$ cat src/rtl/regfile_wb_queue_pkg.sv
// regwb_pkg: shared widths, the zero-register constant and the writeback queue entry type.
package regwb_pkg;
   localparam int DATA_W = 32;
   localparam int ADDR_W = 5;
   localparam logic [ADDR_W-1:0] REG_ZERO = '0;
   typedef struct packed {
      logic [ADDR_W-1:0] waddr;
      logic [DATA_W-1:0] data;
   } wb_entry_t;
endpackage

$ cat src/rtl/regfile_wb_queue_if.sv
// regfile_wb_queue_if: ALU and memory writeback result buses feeding the queue.
// master drives valid/waddr/data for both sources; slave returns the two ready signals.
interface regfile_wb_queue_if;
   import regwb_pkg::*;
   logic              alu_valid;
   logic              alu_ready;
   logic [ADDR_W-1:0] alu_waddr;
   logic [DATA_W-1:0] alu_data;
   logic              mem_valid;
   logic              mem_ready;
   logic [ADDR_W-1:0] mem_waddr;
   logic [DATA_W-1:0] mem_data;
   modport master (output alu_valid, alu_waddr, alu_data, mem_valid, mem_waddr, mem_data,
                   input alu_ready, mem_ready);
   modport slave (input alu_valid, alu_waddr, alu_data, mem_valid, mem_waddr, mem_data,
                  output alu_ready, mem_ready);
endinterface

$ cat src/rtl/regfile_wb_queue_bypass.sv
// wb_bypass_match: youngest-match search over pending writebacks for one lookup port.
// raddr_i lookup address; ent_i/vld_i queue entries ordered oldest to youngest;
// out_vld_i/out_i output register (oldest candidate); hit_o/data_o lookup result.
module wb_bypass_match
   import regwb_pkg::*;
#(
   parameter int DEPTH = 4
) (
   input  logic [ADDR_W-1:0] raddr_i,
   input  wb_entry_t         ent_i [DEPTH],
   input  logic [DEPTH-1:0]  vld_i,
   input  logic              out_vld_i,
   input  wb_entry_t         out_i,
   output logic              hit_o,
   output logic [DATA_W-1:0] data_o
);
   // Later matches overwrite earlier ones, so the youngest candidate wins.
   always_comb begin
      hit_o = 1'b0;
      data_o = '0;
      if (raddr_i != REG_ZERO) begin
         if (out_vld_i && out_i.waddr == raddr_i) begin
            hit_o = 1'b1;
            data_o = out_i.data;
         end
         for (int i = 0; i < DEPTH; i++)
            if (vld_i[i] && ent_i[i].waddr == raddr_i) begin
               hit_o = 1'b1;
               data_o = ent_i[i].data;
            end
      end
   end
endmodule

$ cat src/rtl/regfile_wb_queue.sv
// regfile_wb_queue: in-order writeback queue draining into the register-file write port.
// clk/nrst clock and async active-low reset; bus ALU/memory result handshakes (memory first);
// port_busy stalls the drain; wr/waddr/din registered write port; raddr1/2 -> hit1/2, bdata1/2
// combinational bypass; count occupancy; empty when nothing is queued or being written.
module regfile_wb_queue
   import regwb_pkg::*;
#(
   parameter int DEPTH = 4
) (
   input  logic                     clk,
   input  logic                     nrst,
   regfile_wb_queue_if.slave        bus,
   input  logic                     port_busy,
   output logic                     wr,
   output logic [ADDR_W-1:0]        waddr,
   output logic [DATA_W-1:0]        din,
   input  logic [ADDR_W-1:0]        raddr1,
   input  logic [ADDR_W-1:0]        raddr2,
   output logic                     hit1,
   output logic                     hit2,
   output logic [DATA_W-1:0]        bdata1,
   output logic [DATA_W-1:0]        bdata2,
   output logic [$clog2(DEPTH):0]   count,
   output logic                     empty
);
   localparam int PW = $clog2(DEPTH);
   localparam int CW = PW + 1;
   wb_entry_t         q_q [DEPTH];
   wb_entry_t         ord [DEPTH];
   logic [DEPTH-1:0]  ord_vld;
   logic [PW-1:0]     wp_q, wp_d, rp_q, rp_d;
   logic [CW-1:0]     cnt_q, cnt_d;
   wb_entry_t         out_q, out_d, in_e;
   logic              wr_q, full, acc_mem, acc_alu, push, pop;
   // Full looks only at the registered count: a same-cycle pop never frees a slot for a push.
   always_comb begin
      full = cnt_q == CW'(DEPTH);
      acc_mem = bus.mem_valid && !full;
      acc_alu = bus.alu_valid && !full && !bus.mem_valid;
      in_e = acc_mem ? {bus.mem_waddr, bus.mem_data} : {bus.alu_waddr, bus.alu_data};
      push = (acc_mem || acc_alu) && in_e.waddr != REG_ZERO;
      pop = cnt_q != '0 && !port_busy;
      wp_d = wp_q + PW'(push);
      rp_d = rp_q + PW'(pop);
      cnt_d = cnt_q + CW'(push) - CW'(pop);
      out_d = pop ? q_q[rp_q] : out_q;
   end
   assign bus.mem_ready = !full;
   assign bus.alu_ready = !full && !bus.mem_valid;
   always_ff @(posedge clk or negedge nrst)
      if (!nrst) begin
         wp_q <= '0;
         rp_q <= '0;
         cnt_q <= '0;
         wr_q <= 1'b0;
         out_q <= '0;
      end else begin
         wp_q <= wp_d;
         rp_q <= rp_d;
         cnt_q <= cnt_d;
         wr_q <= pop;
         out_q <= out_d;
      end
   // Storage needs no reset: occupancy alone decides which slots are live.
   always_ff @(posedge clk)
      if (push) q_q[wp_q] <= in_e;
   // Present the live entries oldest-first so the matcher can rank by position.
   always_comb
      for (int i = 0; i < DEPTH; i++) begin
         ord[i] = q_q[rp_q + PW'(i)];
         ord_vld[i] = CW'(i) < cnt_q;
      end
   wb_bypass_match #(.DEPTH(DEPTH)) u_bp1 (
      .raddr_i(raddr1), .ent_i(ord), .vld_i(ord_vld), .out_vld_i(wr_q), .out_i(out_q),
      .hit_o(hit1), .data_o(bdata1)
   );
   wb_bypass_match #(.DEPTH(DEPTH)) u_bp2 (
      .raddr_i(raddr2), .ent_i(ord), .vld_i(ord_vld), .out_vld_i(wr_q), .out_i(out_q),
      .hit_o(hit2), .data_o(bdata2)
   );
   assign wr = wr_q;
   assign waddr = out_q.waddr;
   assign din = out_q.data;
   assign count = cnt_q;
   assign empty = cnt_q == '0 && !wr_q;
endmodule

$ cat src/flat_wrapper.sv
// flat-port wrapper written by rule: the top's interface ports become plain ports
module regfile_wb_queue_flat import regwb_pkg::*;
#(
   parameter int DEPTH = 4
)
  (clk, nrst, port_busy, wr, waddr, din, raddr1, raddr2, hit1, hit2, bdata1, bdata2, count, empty, bus_alu_valid, bus_alu_waddr, bus_alu_data, bus_mem_valid, bus_mem_waddr, bus_mem_data, bus_alu_ready, bus_mem_ready);
  regfile_wb_queue_if bus_i ();
  input  logic clk;
  input  logic nrst;
  input  logic port_busy;
  output logic wr;
  output logic [ADDR_W-1:0] waddr;
  output logic [DATA_W-1:0] din;
  input  logic [ADDR_W-1:0] raddr1;
  input  logic [ADDR_W-1:0] raddr2;
  output logic hit1;
  output logic hit2;
  output logic [DATA_W-1:0] bdata1;
  output logic [DATA_W-1:0] bdata2;
  output logic [$clog2(DEPTH):0] count;
  output logic empty;
  input wire logic [$bits(bus_i.alu_valid)-1:0] bus_alu_valid;
  input wire logic [$bits(bus_i.alu_waddr)-1:0] bus_alu_waddr;
  input wire logic [$bits(bus_i.alu_data)-1:0] bus_alu_data;
  input wire logic [$bits(bus_i.mem_valid)-1:0] bus_mem_valid;
  input wire logic [$bits(bus_i.mem_waddr)-1:0] bus_mem_waddr;
  input wire logic [$bits(bus_i.mem_data)-1:0] bus_mem_data;
  output wire logic [$bits(bus_i.alu_ready)-1:0] bus_alu_ready;
  output wire logic [$bits(bus_i.mem_ready)-1:0] bus_mem_ready;
  assign bus_i.alu_valid = bus_alu_valid;
  assign bus_i.alu_waddr = bus_alu_waddr;
  assign bus_i.alu_data = bus_alu_data;
  assign bus_i.mem_valid = bus_mem_valid;
  assign bus_i.mem_waddr = bus_mem_waddr;
  assign bus_i.mem_data = bus_mem_data;
  assign bus_alu_ready = bus_i.alu_ready;
  assign bus_mem_ready = bus_i.mem_ready;
  regfile_wb_queue #(.DEPTH(DEPTH)) u_core (.clk(clk), .nrst(nrst), .bus(bus_i), .port_busy(port_busy), .wr(wr), .waddr(waddr), .din(din), .raddr1(raddr1), .raddr2(raddr2), .hit1(hit1), .hit2(hit2), .bdata1(bdata1), .bdata2(bdata2), .count(count), .empty(empty));
endmodule
$ cat config.mk
export PLATFORM = sky130hd
export DESIGN_NAME = regfile_wb_queue_flat
export DESIGN_NICKNAME = d
export VERILOG_FILES = /design/src/rtl/regfile_wb_queue_pkg.sv /design/src/rtl/regfile_wb_queue_if.sv /design/src/rtl/regfile_wb_queue_bypass.sv /design/src/rtl/regfile_wb_queue.sv /design/src/flat_wrapper.sv
export SDC_FILE = /design/constraint.sdc
export NUM_CORES = 1
export LEC_CHECK = 0
export ABC_AREA = 0
export BUFFER_PORTS_ARGS = -buffer_cell sky130_fd_sc_hd__buf_2
export CORE_ASPECT_RATIO = 0.75
export CORE_MARGIN = 2
export CORE_UTILIZATION = 64
export CTS_CLUSTER_SIZE = 40
export DETAILED_ROUTE_END_ITERATION = 10
export PLACE_DENSITY = 0.87
export SYNTH_ARGS = -nofsm -noshare
export SYNTH_HDL_FRONTEND = slang
export SYNTH_HIERARCHICAL = 1
export SYNTH_SLANG_ARGS = --single-unit
$ cat constraint.sdc
create_clock -name clk -period 14.7 [get_ports clk]
set_clock_uncertainty 0.2 [all_clocks]
set_input_delay 2.94 -clock clk [delete_from_list [all_inputs] [get_ports clk]]
set_output_delay 2.94 -clock clk [all_outputs]
set_load 0.03 [all_outputs]
* After elaboration in Yosys (flattened, before gate mapping)
Memory sizes are Yosys's and may differ from the RTL's. Cells that the tools add are included.
Storage, ports and cells: output and inout bits 110, RAM bits 148, input bits 89, logic and storage cells 83, bits in read-only memories 0, memories kept 1, register bits 45, latch bits 0
Memory list:
- u_core.q_q | depth 4, bits a word 37, rd ports 4, clocked after memory_dff 0, write ports 1, RTL line regfile_wb_queue.sv:28 | wb_entry_t q_q [DEPTH];
Operators by class: equal/unequal tests 11, add/subtract/negate cells 7, $mul 0, divide/modulo/power cells 0, shift operators 0, bitwise operators 0, order comparisons 4, reduce and logical (&&, ||, !) cells 27, mux-type cells 27
Operators with widths (number):
- 32-bit 2-to-1 mux | 12
- 5-bit == test | 10
- 37-bit 2-to-1 mux | 1
- 1-bit logical AND | 17
- 5-bit nonzero test | 3
- 1-bit 2-to-1 mux | 14
- 1-bit by 3-bit < comparator with 1-bit output (first input constant) | 2
- 2-bit by 3-bit < comparator with 1-bit output (first input constant) | 2
- 2-bit by 1-bit adder with 2-bit output | 2
- 2-bit adder (second input constant) | 2
- 1-bit zero test | 4
- 3-bit by 1-bit adder with 3-bit output | 1
- 3-bit == test (second input constant) | 1
- 3-bit zero test | 1
- 3-bit nonzero test | 1
- 3-bit by 1-bit subtractor with 3-bit output | 1
- 2-bit by 1-bit adder with 2-bit output (second input constant) | 1
- 1-bit logical OR | 1

* Logic depth before layout (Yosys ltp)
Gate-level depths: netlist of the first run.
depth in word-level cells 8, depth in mapped cells 12, depth with buffers taken out 8

* Modules after synthesis
Netlist of the first run, hierarchy kept.
Modules (own cells, without submodules):
- regfile_wb_queue | cells each 497, times used 1, seq. area each 5570.3 um^2, area an instance 10259.8 um^2
- wb_bypass_match | cells each 316, times used 2, seq. area each 0.0 um^2, area an instance 2353.5 um^2

* Worst setup path before layout of the first run
No wires, ideal clock.
kind in2reg, start in bus_mem_waddr[1], end mem u_core/q_q[0][0] (netlist bit), enable pin, setup time 0.536 ns, data required time 13.964 ns, path buffers 1, stages 4, data arrival time 7.180 ns, path slack 6.783 ns, path through nor4_1 -> and4b_1 -> buf_6 -> nor4b_1
On the way: word-level cells in the longest chain between the ends 5
RTL lines:
- from (decl) | RTL line flat_wrapper.sv:26 | input wire logic [$bits(bus_i.mem_waddr)-1:0] bus_mem_waddr;
- 37-bit 2-to-1 mux | RTL line regfile_wb_queue.sv:40 | in_e = acc_mem ? {bus.mem_waddr, bus.mem_data} : {bus.alu_waddr, bus.alu_data};
- 5-bit nonzero test | RTL line regfile_wb_queue.sv:41 | push = (acc_mem || acc_alu) && in_e.waddr != REG_ZERO;
- 1-bit logical AND | RTL line regfile_wb_queue.sv:41
- 1-bit 2-to-1 mux | RTL line regfile_wb_queue.sv:66 | if (push) q_q[wp_q] <= in_e;
- 1-bit 2-to-1 mux (implied by the code) | RTL line regfile_wb_queue.sv:66
- to (decl) | RTL line regfile_wb_queue.sv:28
Every way passes these cells.

* Final worst setup path of the first run
start in raddr1[3], end out bdata1[0]
On the way: word-level cells in the longest chain between the ends 8, elaborated cells between the ends (all ways) 17, those cells by class 5 x eq/ne; 6 x mux; 6 x reduce/logical
RTL lines:
- from (decl) | RTL line flat_wrapper.sv:14 | input logic [ADDR_W-1:0] raddr1;
- 5-bit == test | RTL line regfile_wb_queue_bypass.sv:22 | if (out_vld_i && out_i.waddr == raddr_i) begin
- 1-bit logical AND | RTL line regfile_wb_queue_bypass.sv:22
- 32-bit 2-to-1 mux | RTL line regfile_wb_queue_bypass.sv:22
- 32-bit 2-to-1 mux (4 in series) | RTL line regfile_wb_queue_bypass.sv:27 | if (vld_i[i] && ent_i[i].waddr == raddr_i) begin
- 32-bit 2-to-1 mux * | RTL line regfile_wb_queue_bypass.sv:21 | if (raddr_i != REG_ZERO) begin
- to (decl) | RTL line flat_wrapper.sv:18 | output logic [DATA_W-1:0] bdata1;
Every way passes the cells marked *; elsewhere a longest branch is shown, timed or not.

==> results.toml, run 1 <==
[run_status]
outcome = "completed"

[synth]
ys_types = 50
netlist.area_leader.share = 0.2969
synth.cell_area_sq_um = 14970
ys_seq_area_frac = 0.3722
synth.net_count = 1225
ys.flop_type = "edfxtp_1"
synth_area_per_cell_sq_um = 13.26
netlist_top_cells_area = "edfxtp_1 (30%), mux4_2 (22%), dfrtp_1 (7.5%)"
synthCells = 1129
async_flop_share = 0.2332
yosys_register_bits = 193
yosys.area.top_type = "edfxtp_1"
synth_edf_count = 148
ys_warn_count = 6

[die]
die_w_um = 180.6
rows = 48
die_h_um = 136.4
io_pins = 199
fp.dieArea_sq_um = 24640
initial_core_util = 0.6507
core_area_sq_um = 23000

[detailed_routing]
ant_nets = 0
vias_per_cell = 7.874
drt_wl_total_um = 44190
wl_per_cell_um = 28.51
drt_first_pass_iters = 8
drt-initial-drc-count = 2051
drc = 0
vias = 12210

[flow_run]
cap_violations = 0

[sta]
tightest_slew_ns = 1.212
relSlewSlack = 0.1910
setup_viol = 0
fin_setup_tns_ns = 0
clock.fmax_mhz = 110.1
hold_viol_final = 0
rsz0062_at_grt = "no"
finalHoldWorstSlack_ns = 0.3579
drv_slew = 0
finalCritPeriodShare = 0.6179
layout_min_cycle_time_ns = 9.083

[placement]
gp_congestion = 0.8860
port_buffers = 198
dpl.hpwl_um = 27130

[critical_path]
crit_start = "raddr1[3]"
end_kind = "output pin"
critical_path_class = "in -> out"
r2r-start = "u_core/rp_q[1]$_DFF_PN0_"
start_kind = "input pin"
path_max_fanout = 32
critPathRequiredTime_ns = 11.56
cp.arrival_ns = 5.94

[layout]
area_delta_synth_final_pct = 9.539
fin_nets = 1333
final_util = 0.7127
antenna_cells = 0
layout_commonest_cell = "buf_2"
nFillCells = 1530
layout-drive-gt1-share = 0.4688
final_cell_mix = "buf_2 (198), mux4_2 (148), edfxtp_1 (148), nand2_1 (74)"

[cts]
numCtsBuffers = 17
cts_tree = "built"
cts_max_path_buffers = 2
clk_pin_slew_ns = 0.07
hold_buffers = 0
insertion_delay_ns = 0.46
clkSinkCount = 193
postCtsResizedCells = 0
htreeDepth = 4
cts-root-buf = "clkbuf_16"
post_cts_buffers = 0

[global_route]
use_met1 = 0.4837
grt_use_met3 = 0.1013
grt_util_met2 = 0.5585
grt_pass1_vias = 11770
gr-total-overflow = 0
grt.total_usage = 0.3609
grt_max_degree = 118
grt_most_used_layer = "met2"
antenna_found_initial = 1
grt_pass1_wl_um = 67540

[worst_hold_path]
hold_start = "u_core/wp_q[1]$_DFF_PN0_"
hp-class = "reg -> reg"

[power]
power_leakage_nw = 5.728
powerDensity_nw_per_um2 = 249.2
peakVddDrop_v = 0.0001550
## synthesized netlist by cell type (18+ instances only)
| library cell | count |
|---|---|
| a22oi_2 | 46 |
| buf_6 | 19 |
| a32oi_1 | 64 |
| buf_4 | 25 |
| edfxtp_1 | 148 |
| nand2_1 | 74 |
| o31ai_1 | 64 |
| clkbuf_1 | 23 |
| inv_1 | 68 |
| buf_2 | 62 |
| xnor2_1 | 35 |
| mux4_2 | 148 |
| dfrtp_1 | 45 |
| a22oi_1 | 18 |
| mux2_2 | 68 |
| nor3_1 | 67 |
| o221ai_1 | 24 |
| xor2_1 | 18 |
| o221ai_2 | 40 |
## cell families (layout without fill, tap and decap cells)
| kind of cell | after synthesis | after routing | synth area share |
|---|---|---|---|
| flops | 193 | 193 | 0.3722 |
| simple gates | 186 | 186 | 0.06295 |
| mux | 222 | 222 | 0.2784 |
| compound gates | 266 | 266 | 0.1768 |
| xor+xnor | 53 | 53 | 0.03101 |
| buf+inv | 202 | 323 | 0.07231 |
| fa+ha+maj | 7 | 7 | 0.006353 |
## through the flow
stage                     instance area [sq um]  total power [mW]  setup WS [ns]  cells
after floorplan                           14970             2.953          6.783   1129
after global placement                    15810             3.464          5.896   1518
after detailed placement                  15810             3.555          5.806   1518
after CTS                                 16390             4.042          5.795   1550
after global routing                      16390             4.259          5.592   1550
final                                     16390             4.086          5.617   1550
## where the power goes
group	total, mW	leakage, nW	switching (mW)	internal (mW)
combinational	2.58	3.57	1.56	1.02
clock	0.465	0.269	0.226	0.238
sequential	1.05	1.89	0.224	0.821
## final timing paths
check | to | slack [ns] | cells after the start
setup / recovery | bdata1[0] | 5.62 | 9
hold / removal | u_core/wp_q[1]$_DFF_PN0_ | 0.36 | 1
setup reg to reg | u_core/din[24]$_DFFE_PN0P_ | 11.05 | 4
hold reg to reg | u_core/wp_q[1]$_DFF_PN0_ | 0.36 | 1
max in group asynchronous | u_core/rp_q[0]$_DFF_PN0_ | 11.29 | 2
min in group asynchronous | u_core/wr$_DFF_PN0_ | 2.43 | 2
## per-layer routing
metal  wire, um  share of wire
met1      15640           0.35
met2      20560           0.47
met3       6323           0.14
met4       1675          0.038
met5          0              0
## cell type report
cell class / instances / area (sq um) / area share
Clock inverter: 15 / 155.1 / 0.009463
Tap cell: 300 / 375.4 / 0.02290
Sequential cell: 193 / 5578 / 0.3402
Inverter: 68 / 255.2 / 0.01557
Multi-Input combinational cell: 734 / 8414 / 0.5132
Clock buffer: 17 / 425.4 / 0.02595
Timing Repair Buffer: 223 / 1191 / 0.07265
## sequential cells by signal, summed over array words and instances, names as in the netlist
register	count
u_core/rp_q	2
u_core/count	3
u_core/wr	1
u_core/waddr	5
u_core/wp_q	2
u_core/q_q	148
u_core/din	32
## worst max-delay path: stages
cell and delay, ns:
buf_2 0.17, xnor2_1 0.25, nand4_2 0.52, buf_4 0.43, o2111ai_4 0.21, buf_4 0.57, o221ai_1 0.23, a22oi_1 0.32
buf_2 0.26
(Power assumes the default switching activity.)
==> run 2: changes to the inputs <==
- ABC_AREA: 0 -> 1
- CORE_UTILIZATION: 64 -> 60
- PLACE_DENSITY: 0.87 -> 0.83
- clock period: 14.7 -> 9 ns (I/O delays scaled with it)
==> results.toml, run 2 <==
[cts]
insertion_delay_ns = 0.46
hold_buffers = 0
cts-root-buf = "clkbuf_16"
cts_max_path_buffers = 2
numCtsBuffers = 17
postCtsResizedCells = 0
htreeDepth = 4
post_cts_buffers = 0
cts_tree = "built"
clk_pin_slew_ns = 0.07
clkSinkCount = 193

[detailed_routing]
ant_nets = 0
drt_first_pass_iters = 7
vias = 14900
vias_per_cell = 5.778
drt_wl_total_um = 49350
drt-initial-drc-count = 2624
wl_per_cell_um = 19.14
drc = 0

[die]
fp.dieArea_sq_um = 26320
die_h_um = 141.0
core_area_sq_um = 24770
io_pins = 199
die_w_um = 186.7
rows = 50
initial_core_util = 0.6060

[layout]
antenna_cells = 0
final_cell_mix = "nand2_1 (454), nor2_1 (328), inv_1 (269), o21ai_0 (222), buf_2 (198)"
area_delta_synth_final_pct = 8.843
largest_register = "u_core/q_q"
fin_nets = 2323
largest_reg_flops = 148
nFillCells = 2142
layout_commonest_cell = "nand2_1"
layout-drive-gt1-share = 0.2022

[synth]
synth_area_per_cell_sq_um = 7.035
yosys.area_share.simple = 0.2461
synth.cell_area_sq_um = 15010
async_flop_share = 0.2332
ys_seq_area_frac = 0.3710
synth_xor_area_frac = 0.009334
synth_compound_area_frac = 0.1945
yosys.area.top_type = "edfxtp_1"
synth_top_family_by_area = "simple AND/OR/NAND/NOR gates"
netlist_top_cells_area = "edfxtp_1 (30%), nand2_1 (11%), nor2_1 (8.3%)"
ys_warn_count = 6
netlist.area_leader.share = 0.2960
ys_types = 33
synthCells = 2134
synth.net_count = 2230
yosys.area_share.adder = 0.006334
synth_common_cells = "nand2_1 (454), nor2_1 (332), inv_1 (269)"
yosys_register_bits = 193
synth_mux_area_frac = 0.04425
synth.most_common_cell = "nand2_1"
ys.flop_type = "edfxtp_1"
synth_edf_count = 148

[critical_path]
critPathRequiredTime_ns = 7.00
path_max_fanout = 113
start_kind = "flip-flop"
cp.arrival_ns = 5.49
end_kind = "output pin"
critical_path_class = "reg -> out"

[global_route]
antenna_found_initial = 0
grt_pass1_wl_um = 74260
grt_max_degree = 121
grt_pass1_vias = 12690
gr-total-overflow = 0
grt.total_usage = 0.3711

[placement]
port_buffers = 198
gp_congestion = 0.9861
dpl.hpwl_um = 34720

[flow_run]
cap_violations = 0

[sta]
clock.fmax_mhz = 133.5
rsz0062_at_grt = "no"
relSlewSlack = 0.1624
drv_slew = 0
fin_setup_tns_ns = 0
setup_viol = 0
finalCritPeriodShare = 0.8322
hold_viol_final = 0
tightest_slew_ns = 1.256
layout_min_cycle_time_ns = 7.490

[worst_hold_path]
hp-class = "reg -> reg"

[run_status]
outcome = "completed"
run 2: cell count changes after synthesis, moves of 63 or more:
| cell | change |
|---|---|
| a21oi_1 | +130 |
| a21oi_2 | +70 |
| a32oi_1 | -64 |
| inv_1 | +201 |
| mux4_2 | -148 |
| nand2_1 | +380 |
| nand3_1 | +71 |
| nor2_1 | +327 |
| nor3_1 | -63 |
| o21ai_0 | +221 |
| o21ai_1 | +87 |
| o31ai_1 | -64 |
run 2: final cells by class:
cell class | count | area [sq um] | area share
inverter | 279 | 1047 | 0.06409
timing repair buffer | 216 | 1126 | 0.06891
clock inverter | 11 | 111.4 | 0.006815
multi-input combinational | 1520 | 7575 | 0.4636
tap | 338 | 422.9 | 0.02588
sequential | 193 | 5578 | 0.3413
clock buffer | 21 | 480.5 | 0.02940
run 2: through the flow:
stage,setup WS (ns),instance area (sq um),util,instances,hold slack [ns]
finish,1.510,16340,0.6596,2578,0.3179
global route,1.181,16340,0.6596,2578,0.3685
CTS,1.701,16340,0.6596,2578,0.3202
detailed placement,2.189,15750,0.6357,2546,0.3089
global placement,2.304,15750,0.6357,2546,0.3042
floorplan,3.811,15010,-,2134,0.2805
run 2: cells by family after synthesis:
kind of cell,Yosys count
DFF,193
muxes,59
xor gates and xnor gates,16
AOI/OAI and AO/OA,522
buffers and inverters,421
adders and majority gates,7
and+or+nand+nor,916
run 2: path summary, 6_finish.rpt:
check                                         startpoint                   endpoint  slack [ns]  depth (start not counted)
min in group asynchronous                           nrst  u_core/count[0]$_DFF_PN0_        1.29                          2
worst min-delay path            u_core/wp_q[1]$_DFF_PN0_   u_core/wp_q[1]$_DFF_PN0_        0.32                          1
worst max register to register  u_core/rp_q[0]$_DFF_PN0_  u_core/din[7]$_DFFE_PN0P_        4.95                          5
max in group asynchronous                           nrst   u_core/rp_q[0]$_DFF_PN0_        6.74                          2
worst max-delay path            u_core/rp_q[0]$_DFF_PN0_                 bdata1[18]        1.51                         14
worst min register to register  u_core/wp_q[1]$_DFF_PN0_   u_core/wp_q[1]$_DFF_PN0_        0.32                          1
run 2: layer usage:
metal	vias to the layer above	GRT usage	part of all wire
met5	-	0	0
met4	0	0.08145	0.015
met3	75	0.1195	0.17
met2	1059	0.4841	0.38
met1	6727	0.5855	0.44
li1	7035	-	-
run 2: worst max-delay path: stages, from the launching register on:
cell and delay, ns:
dfrtp_4 0.82, buf_4 0.82, nand2_1 0.09, o21ai_0 0.16
inv_1 0.11, o21ai_1 0.30, o21ai_0 0.14, nor2_1 0.17
nand3_2 0.73, inv_2 0.94, nor2_1 0.11, nand2_1 0.17
nand2_1 0.09, a21oi_2 0.11, buf_2 0.21
Power of run 2 is left out: the tool's default activity adds up to more than one toggle a clock period on the data nets, which glitch-free logic cannot reach.
